--- config.mk ---
export PLATFORM = sky130hd
export DESIGN_NAME = put_hdisk_data
export DESIGN_NICKNAME = d
export VERILOG_FILES = /design/src/rtl/put_hdisk_data.sv
export SDC_FILE = /design/constraint.sdc
export NUM_CORES = 1
export LEC_CHECK = 0
export BUFFER_PORTS_ARGS = -buffer_cell sky130_fd_sc_hd__clkbuf_2
export CAP_MARGIN = 5
export CORE_MARGIN = 4
export CORE_UTILIZATION = 40
export CTS_CLUSTER_DIAMETER = 150
export DETAILED_ROUTE_END_ITERATION = 6
export GPL_TIMING_DRIVEN = 0
export SLEW_MARGIN = 20
export SYNTH_ARGS = -nofsm -noshare
export SYNTH_HDL_FRONTEND = slang
export SYNTH_SLANG_ARGS = --single-unit
--- constraint.sdc ---
create_clock -name clk -period 3.5 [get_ports clk]
set_input_delay 0.7 -clock clk [delete_from_list [all_inputs] [get_ports clk]]
set_output_delay 0.7 -clock clk [all_outputs]
set_load 0.005 [all_outputs]
--- src/rtl/put_hdisk_data.sv ---
// ---------------------------------------------------------------------------
// put_hdisk_data
//
// ATA/IDE PIO data-out transmitter. Fetches 16-bit words from the 32-entry
// write staging RAM and presents them on the DD pad with a programmable
// DIOW- strobe. The low phase of the strobe is stretched while the device
// holds IORDY low, and a burst is abandoned if that stretch lasts too long.
//
// Ports
//   clk        in   1   system clock
//   pRST       in   1   asynchronous reset, active high
//   IDE_w_en   in   1   burst request level (synchronised here)
//   Word_cnt   in   6   words in the burst, sampled on the start edge
//   IORDY      in   1   device ready (synchronised here)
//   RAM_RDATA  in  16   staging RAM read data, one cycle after RAM_RADDR
//   RAM_RADDR  out  5   staging RAM read address
//   DD_out     out 16   data to the DD pad
//   DD_oe      out  1   DD pad output enable
//   DIOW_n     out  1   IDE write strobe, active low
//   Busy       out  1   high from start through the Done/Err cycle
//   Done       out  1   one-cycle pulse on burst completion
//   Err        out  1   one-cycle pulse on IORDY timeout abort
//
// State  | meaning
// -------+--------------------------------------------------------------
// IDLE   | waiting for a rising edge of the synchronised burst request
// FETCH  | RAM_RADDR presents the current word address
// LOAD   | RAM_RDATA captured into DD_out at the end of the cycle
// SETUP  | DD driven, DIOW- high, T_SETUP cycles
// PULSE  | DIOW- low, T_PULSE cycles then held while IORDY is low
// HOLD   | DIOW- high, DD still driven, T_HOLD cycles
// RECOV  | DD released, T_RECOV cycles; advances to the next word
// FIN    | Done pulse, back to IDLE
// ---------------------------------------------------------------------------
module put_hdisk_data #(
    parameter int T_SETUP     = 3,
    parameter int T_PULSE     = 8,
    parameter int T_HOLD      = 2,
    parameter int T_RECOV     = 6,
    parameter int T_IORDY_MAX = 1024
) (
    input  logic        clk,
    input  logic        pRST,
    input  logic        IDE_w_en,
    input  logic [5:0]  Word_cnt,
    input  logic        IORDY,
    input  logic [15:0] RAM_RDATA,
    output logic [4:0]  RAM_RADDR,
    output logic [15:0] DD_out,
    output logic        DD_oe,
    output logic        DIOW_n,
    output logic        Busy,
    output logic        Done,
    output logic        Err
);

    // One shared phase timer covers SETUP/PULSE/HOLD/RECOV, so it is sized
    // for the longest of them.
    localparam int T_MAX_AB  = (T_SETUP > T_PULSE) ? T_SETUP : T_PULSE;
    localparam int T_MAX_CD  = (T_HOLD > T_RECOV) ? T_HOLD : T_RECOV;
    localparam int T_MAX     = (T_MAX_AB > T_MAX_CD) ? T_MAX_AB : T_MAX_CD;
    localparam int TW        = $clog2(T_MAX + 1);
    localparam int WW        = $clog2(T_IORDY_MAX + 1);

    typedef enum logic [2:0] {
        IDLE  = 3'd0,
        FETCH = 3'd1,
        LOAD  = 3'd2,
        SETUP = 3'd3,
        PULSE = 3'd4,
        HOLD  = 3'd5,
        RECOV = 3'd6,
        FIN   = 3'd7
    } state_t;

    state_t          state;
    state_t          state_nx;

    logic            ide_s1;
    logic            ide_s2;
    logic            ide_s3;
    logic            iordy_s1;
    logic            iordy_s2;

    logic [TW-1:0]   timer;
    logic [TW-1:0]   timer_nx;
    logic [WW-1:0]   wait_cnt;
    logic [WW-1:0]   wait_nx;
    logic [5:0]      words_left;
    logic [5:0]      words_nx;
    logic [4:0]      raddr_nx;
    logic [15:0]     dd_nx;
    logic            abort;
    logic            start;

    // -----------------------------------------------------------------------
    // Input synchronisers. The third request flop exists only for edge
    // detection; the FSM itself looks at the level on ide_s2.
    // -----------------------------------------------------------------------
    always_ff @(posedge clk or posedge pRST) begin
        if (pRST) begin
            ide_s1   <= 1'b0;
            ide_s2   <= 1'b0;
            ide_s3   <= 1'b0;
            iordy_s1 <= 1'b0;
            iordy_s2 <= 1'b0;
        end else begin
            ide_s1   <= IDE_w_en;
            ide_s2   <= ide_s1;
            ide_s3   <= ide_s2;
            iordy_s1 <= IORDY;
            iordy_s2 <= iordy_s1;
        end
    end

    // Edges arriving outside IDLE are dropped: a request that is still high
    // after a burst must be lowered and raised again to start another.
    assign start = (state == IDLE) && ide_s2 && !ide_s3;

    // -----------------------------------------------------------------------
    // Next-state and datapath update
    // -----------------------------------------------------------------------
    always_comb begin
        state_nx = state;
        timer_nx = timer;
        wait_nx  = wait_cnt;
        words_nx = words_left;
        raddr_nx = RAM_RADDR;
        dd_nx    = DD_out;
        abort    = 1'b0;

        case (state)
            IDLE: begin
                if (start) begin
                    raddr_nx = 5'd0;
                    wait_nx  = '0;
                    if (Word_cnt == 6'd0) begin
                        words_nx = 6'd0;
                        state_nx = FIN;
                    end else begin
                        // The staging RAM only holds one 32-word sector.
                        words_nx = (Word_cnt > 6'd32) ? 6'd32 : Word_cnt;
                        state_nx = FETCH;
                    end
                end
            end

            FETCH: begin
                state_nx = LOAD;
            end

            LOAD: begin
                dd_nx    = RAM_RDATA;
                timer_nx = TW'(T_SETUP - 1);
                state_nx = SETUP;
            end

            SETUP: begin
                if (timer == '0) begin
                    timer_nx = TW'(T_PULSE - 1);
                    wait_nx  = '0;
                    state_nx = PULSE;
                end else begin
                    timer_nx = timer - TW'(1);
                end
            end

            PULSE: begin
                // The minimum width always runs out first; only then does
                // IORDY get a say, and only then does the wait counter run.
                if (timer != '0) begin
                    timer_nx = timer - TW'(1);
                end else if (iordy_s2) begin
                    timer_nx = TW'(T_HOLD - 1);
                    state_nx = HOLD;
                end else if (wait_cnt == WW'(T_IORDY_MAX)) begin
                    abort    = 1'b1;
                    state_nx = IDLE;
                end else begin
                    wait_nx = wait_cnt + WW'(1);
                end
            end

            HOLD: begin
                if (timer == '0) begin
                    timer_nx = TW'(T_RECOV - 1);
                    state_nx = RECOV;
                end else begin
                    timer_nx = timer - TW'(1);
                end
            end

            RECOV: begin
                if (timer == '0) begin
                    raddr_nx = RAM_RADDR + 5'd1;
                    words_nx = words_left - 6'd1;
                    // A dropped request only takes effect here, so a strobe
                    // already under way always finishes cleanly.
                    if ((words_left > 6'd1) && ide_s2) begin
                        state_nx = FETCH;
                    end else begin
                        state_nx = FIN;
                    end
                end else begin
                    timer_nx = timer - TW'(1);
                end
            end

            FIN: begin
                state_nx = IDLE;
            end

            default: begin
                state_nx = IDLE;
            end
        endcase
    end

    // -----------------------------------------------------------------------
    // State and datapath registers
    // -----------------------------------------------------------------------
    always_ff @(posedge clk or posedge pRST) begin
        if (pRST) begin
            state      <= IDLE;
            timer      <= '0;
            wait_cnt   <= '0;
            words_left <= 6'd0;
            RAM_RADDR  <= 5'd0;
            DD_out     <= 16'd0;
        end else begin
            state      <= state_nx;
            timer      <= timer_nx;
            wait_cnt   <= wait_nx;
            words_left <= words_nx;
            RAM_RADDR  <= raddr_nx;
            DD_out     <= dd_nx;
        end
    end

    // -----------------------------------------------------------------------
    // Pad and status outputs are registered from the next state so they
    // line up exactly with the state they describe and cannot glitch.
    // -----------------------------------------------------------------------
    always_ff @(posedge clk or posedge pRST) begin
        if (pRST) begin
            DIOW_n <= 1'b1;
            DD_oe  <= 1'b0;
            Busy   <= 1'b0;
            Done   <= 1'b0;
            Err    <= 1'b0;
        end else begin
            DIOW_n <= (state_nx != PULSE);
            DD_oe  <= (state_nx == SETUP) || (state_nx == PULSE) ||
                      (state_nx == HOLD);
            // The abort cycle is already IDLE, yet Busy must still cover it.
            Busy   <= (state_nx != IDLE) || abort;
            Done   <= (state_nx == FIN);
            Err    <= abort;
        end
    end

endmodule
## Word-level counts from Yosys, hierarchy flattened

Cells that the tools add are included.

- $add $sub $neg: 4
- Order comparisons: 2
- Eq/ne operators: 21
- Mux-type cells: 34
- Reductions and logical operators: 18

Operators with widths:

| operator | count |
|---|---|
| $mux 11 | 5 |
| $pmux 11 s3 | 1 |
| $mux 3 | 9 |
| $mux 6 | 4 |
| $pmux 3 s8 | 1 |
| $eq 3x3->1 const B | 7 |
| $mux 4 | 5 |
| $pmux 4 s5 | 1 |
| $ne 2x2->1 const B | 7 |
| $pmux 6 s2 | 1 |
| $add 11x1->11 const B | 1 |
| $eq 11x11->1 const B | 1 |
| $mux 5 | 2 |
| $pmux 5 s2 | 1 |
| $eq 3x2->1 const B | 3 |
| $gt 6x1->1 const B | 1 |
| $gt 6x6->1 const B | 1 |
| $logic_not 6->1 | 1 |
| $ne 3x3->1 const B | 2 |
| $reduce_and 3->1 | 2 |
| $reduce_and 6->1 | 1 |
| $reduce_bool 3->1 | 2 |
| $sub 6x1->6 const B | 1 |
| $add 5x1->5 const B | 1 |
| other kinds (11) | 18 |

- Register bits after elaboration: 55
- Bits of input ports: 26
- Output and inout port bits: 26
- Logic and storage cells: 95

## Logic depth before layout (Yosys ltp)

- Depth in word-level cells: 8
- Mapped depth: 8
- Depth with buffers taken out: 7

## Worst setup path after synthesis

Ideal clock, no wire load.

- Path type: reg2reg
- From: reg timer[0]
- To: reg wait_cnt[2]
- Library setup time: 0.079 ns
- Arrival time: 1.899 ns
- Required time: 3.421 ns
- Path slack: 1.521 ns
- Cell stages (with the launch flop): 9
- Buffers on the path: 2
- Cells stage by stage: dfrtp_1 > inv_1 > ha_1 > or3b_1 > buf_6 > a2bb2oi_1 > buf_6 > a221oi_2 > mux2i_1

- Longest elaborated chain between the ends: 3
- Elaborated cells on any way between the ends: 5

Ends and longest elaborated chain:

| item | line | source |
|---|---|---|
| start: declaration | 85 | `logic [TW-1:0] timer;` |
| start signal: assignment | 232 | `timer <= timer_nx;` |
| $reduce_bool 4->1 or $logic_not 4->1 (tied branches) | 171, 159 |  |
| $ne 2x2->1 (no source line) | - |  |
| $reduce_and 6->1 (no source line) * | - |  |
| end signal: assignment | 233 | `wait_cnt <= wait_nx;` |
| end: declaration | 87 | `logic [WW-1:0] wait_cnt;` |

Every way passes the cells marked *; elsewhere a longest branch is shown, timed or not.
A chain may end at the register's enable or synchronous reset.

## Worst setup path after layout

- From: reg timer[0]
- To: reg DD_oe

- Longest elaborated chain between the ends: 6
- Elaborated cells on any way between the ends: 12

Ends and longest elaborated chain:

| item | line | source |
|---|---|---|
| $logic_not 4->1 or $reduce_bool 4->1 (tied branches) | - |  |
| $mux 3 (on tied branches) | - |  |
| $pmux 3 s8 * | 132 | `case (state)` |
| via state_nx[1] | 77 | `state_t state_nx;` |
| $eq 3x2->1 or $eq 3x3->1 (tied branches) | 253 | `DD_oe <= (state_nx == SETUP) \|\| (state_nx == PULSE) \|\|` |
| $logic_or 1x1->1 | 253 |  |
| $logic_or 1x1->1 * | 253 |  |
| end signal: assignment | 253 |  |
| end: declaration | 50 | `output logic DD_oe,` |

The timed path passes the listed nets; every way through them passes the cells marked *.

==> metrics.txt <==
# DRC=0; first-pass GRT wire length=11600 microns; post-synthesis net count=326; final critical-path share of the clock period=68.6%; Final Hold Fails=0; crit end category=flop; worst-skew pair later-pin latency=0.33 ns; Syn Inst Count=294; critical path peak fanout=10; power density cells=728 nW/um^2; WP data arrival=2.61 ns; CTS tree=done; CTS Hold Buffers Added=0; maximum VDD drop=0.000324 V; Via-to-Cell Ratio=5.33; grt ovf=0; Buffers on Ports=51; Pre-antenna DRT Iters=4; predominant post-synthesis flop cell=dfrtp_1; number of synthesized flops with an enable pin=0; Num Clock Sinks=55; Final #Nets=384; number of global-route vias before repair=2410; # rows=31; routed length per placed instance=14.9 microns; Crit-path slowest cell=a221oi_2; routability cong.=0.838; Max stage delay on crit path=0.45 ns; final setup vio count=0; top cell type's share of synthesized area=45.0%; Fin Setup TNS=0 ns; Top cell by count, worst path=inv_1; initial antenna violation count=0; CTS clock-pin slew for the worst setup and hold paths=0.11 ns; Total Power=2.53 mW; status=finished clean; CORE AREA=7250 sq um; Die Span X=94.6 microns; asr flop ratio synth=100%; fin. max-slew vios=0; Overall Global Routing Usage=16.2%; I/O pins=52; Initial Util=41.4%; CTS Buffer Depth=2; CTS Buf Count=5; Leak=1.55 nW; layout cells sized above 1=28.3%; Post-CTS Resized=0; Die H=94.6 microns; Post-CTS Setup Inserts=0; die area=8950 sq um; Via Count=2409; hpwl dp=4770 microns; min Tclk post-route=2.40 ns; Cell Area, Synth=3000 sq um; main area contributors after synthesis=dfrtp_1 (45%), mux2_2 (6.8%), mux2i_1 (4.0%); Layout fillers=701; type of the most critical hold path=flop to flop; Area growth syn-to-layout=16.1%; MaxCap Viol Count=0; Max Clock Skew=0.0151 ns; final WL=6730 microns; Worst Tran Pin Value=0.755 ns; Antenna diodes=0; starting DRC count in detailed routing=104; CP Data Required Time=3.71 ns; largest net degree at the start of global routing=56; H-tree Lvls=2; critical path class=flop to flop; Seq/Total Area, Yosys=45.9%; largest area contributor in the netlist=dfrtp_1; worst setup margin=1.10 ns; Design Area, Final=3480 sq um; hold slack=0.359 ns; Distinct cells, synth=57; RSZ-0062 raised after global routing=no; post-route ant nets=0; Place WS=1.18 ns; #FFs+latches synth=55; Startpoint Class=flop; Peak Freq=417 MHz; synthesized area per cell=10.2 sq um; CTS root buf=clkbuf_8; Max-slew headroom=49.4%; Yosys warning total=0; placed cell area=3380 sq um; CP Cell Sequence=inv_1, ha_1, nor3b_2, buf_4, o2111ai_1, a221oi_2, inv_1, a22oi_1
==> power by group <==
| group | leakage, nW | internal (mW) | switching [mW] |
|---|---|---|---|
| Combinational | 0.817 | 0.519 | 0.628 |
| Sequential | 0.684 | 0.841 | 0.154 |
| Clock | 0.0522 | 0.153 | 0.240 |
| Total | 1.55 | 1.51 | 1.02 |
==> per-layer routing <==
metal	global-route usage (%)	routed length (microns)	vias up
met5	0	0	-
met4	5.29	118	0
met3	2.63	203	10
met2	26.4	3310	45
met1	22.0	3100	1164
li1	-	-	1190
==> critical path: cells and delay by family, from the launching register on <==
| kind | cells | cell delay [ns] |
|---|---|---|
| adder cells (fa/ha/maj) | 1 | 0.22 |
| AND/OR/NAND/NOR | 1 | 0.32 |
| AO/OA/AOI/OAI | 3 | 0.85 |
| buffers and inverters | 3 | 0.47 |
| flip-flops | 1 | 0.44 |
==> through the flow <==
stage               cells  util, %
global route          452     48.0
CTS                   452     48.0
finish                452     48.0
floorplan             294        -
global placement      444     46.6
detailed placement    444     46.6
==> state kept, by name, indices dropped and copies added (netlist names) <==
register,cells
DD_oe,1
iordy_s1,1
DD_out,16
words_left,6
ide_s1,1
Err,1
timer,4
ide_s2,1
Busy,1
iordy_s2,1
Done,1
RAM_RADDR,5
state,3
DIOW_n,1
ide_s3,1
wait_cnt,11
==> cells in the final DEF (no fill, tap or decap), types with 3 or more instances in the layout <==
cell type	synthesis	final
mux2_2	18	18
o211ai_1	4	4
a31oi_1	4	4
inv_1	15	14
mux2i_1	12	12
and4_1	3	3
nor2b_1	3	3
ha_1	6	6
nor2_1	17	17
a21oi_1	17	17
a22oi_1	3	3
clkbuf_2	0	51
nand2_1	17	17
nor3_1	5	5
clkbuf_1	6	6
a211oi_1	4	4
nor4_1	3	3
nand4_1	3	3
o21bai_1	10	10
dfrtp_1	54	54
clkbuf_8	0	5
nand3_1	7	7
nand3b_1	3	3
nor3b_1	3	3
o21ai_0	18	18
and3_1	4	4
or4_1	3	3
buf_2	7	7
==> cells in the mapped netlist (6+ instances only) <==
| master | number |
|---|---|
| ha_1 | 6 |
| nand2_1 | 17 |
| inv_1 | 15 |
| dfrtp_1 | 54 |
| o21bai_1 | 10 |
| buf_2 | 7 |
| a21oi_1 | 17 |
| mux2i_1 | 12 |
| mux2_2 | 18 |
| nor2_1 | 17 |
| clkbuf_1 | 6 |
| o21ai_0 | 18 |
| nand3_1 | 7 |
==> cell families after synthesis <==
kind of cell,Yosys count,share of synthesized area [%]
compound gates,80,18.3
mux,30,10.8
fa+ha+maj,6,2.50
buf+inv,32,4.92
xor+xnor,4,1.17
flops,55,45.9
simple gates,87,16.4
==> cell type report <==
class / count / area, sq um / share of cell area [%]
plain buffers: 17 / 91.3 / 2.62
clock buffers: 5 / 68.8 / 1.98
clock inverters: 3 / 31.3 / 0.898
inverters: 15 / 58.8 / 1.69
multi-input cells: 207 / 1480 / 42.4
flip-flops and latches: 55 / 1380 / 39.6
well taps: 99 / 124 / 3.56
repair buffers: 51 / 255 / 7.33
==> path summary, 6_finish.rpt <==
kind / from / end / slack [ns] / cells past startpoint
min in group asynchronous: pRST / wait_cnt[1] / 0.46 / 2
hold / removal: ide_s1 / ide_s2 / 0.36 / 0
setup reg to reg: timer[0] / DD_oe / 1.10 / 8
hold reg to reg: ide_s1 / ide_s2 / 0.36 / 0
max in group asynchronous: pRST / RAM_RADDR[2] / 2.59 / 2
setup / recovery: timer[0] / DD_oe / 1.10 / 8
Power figures use the tool's default switching activity.
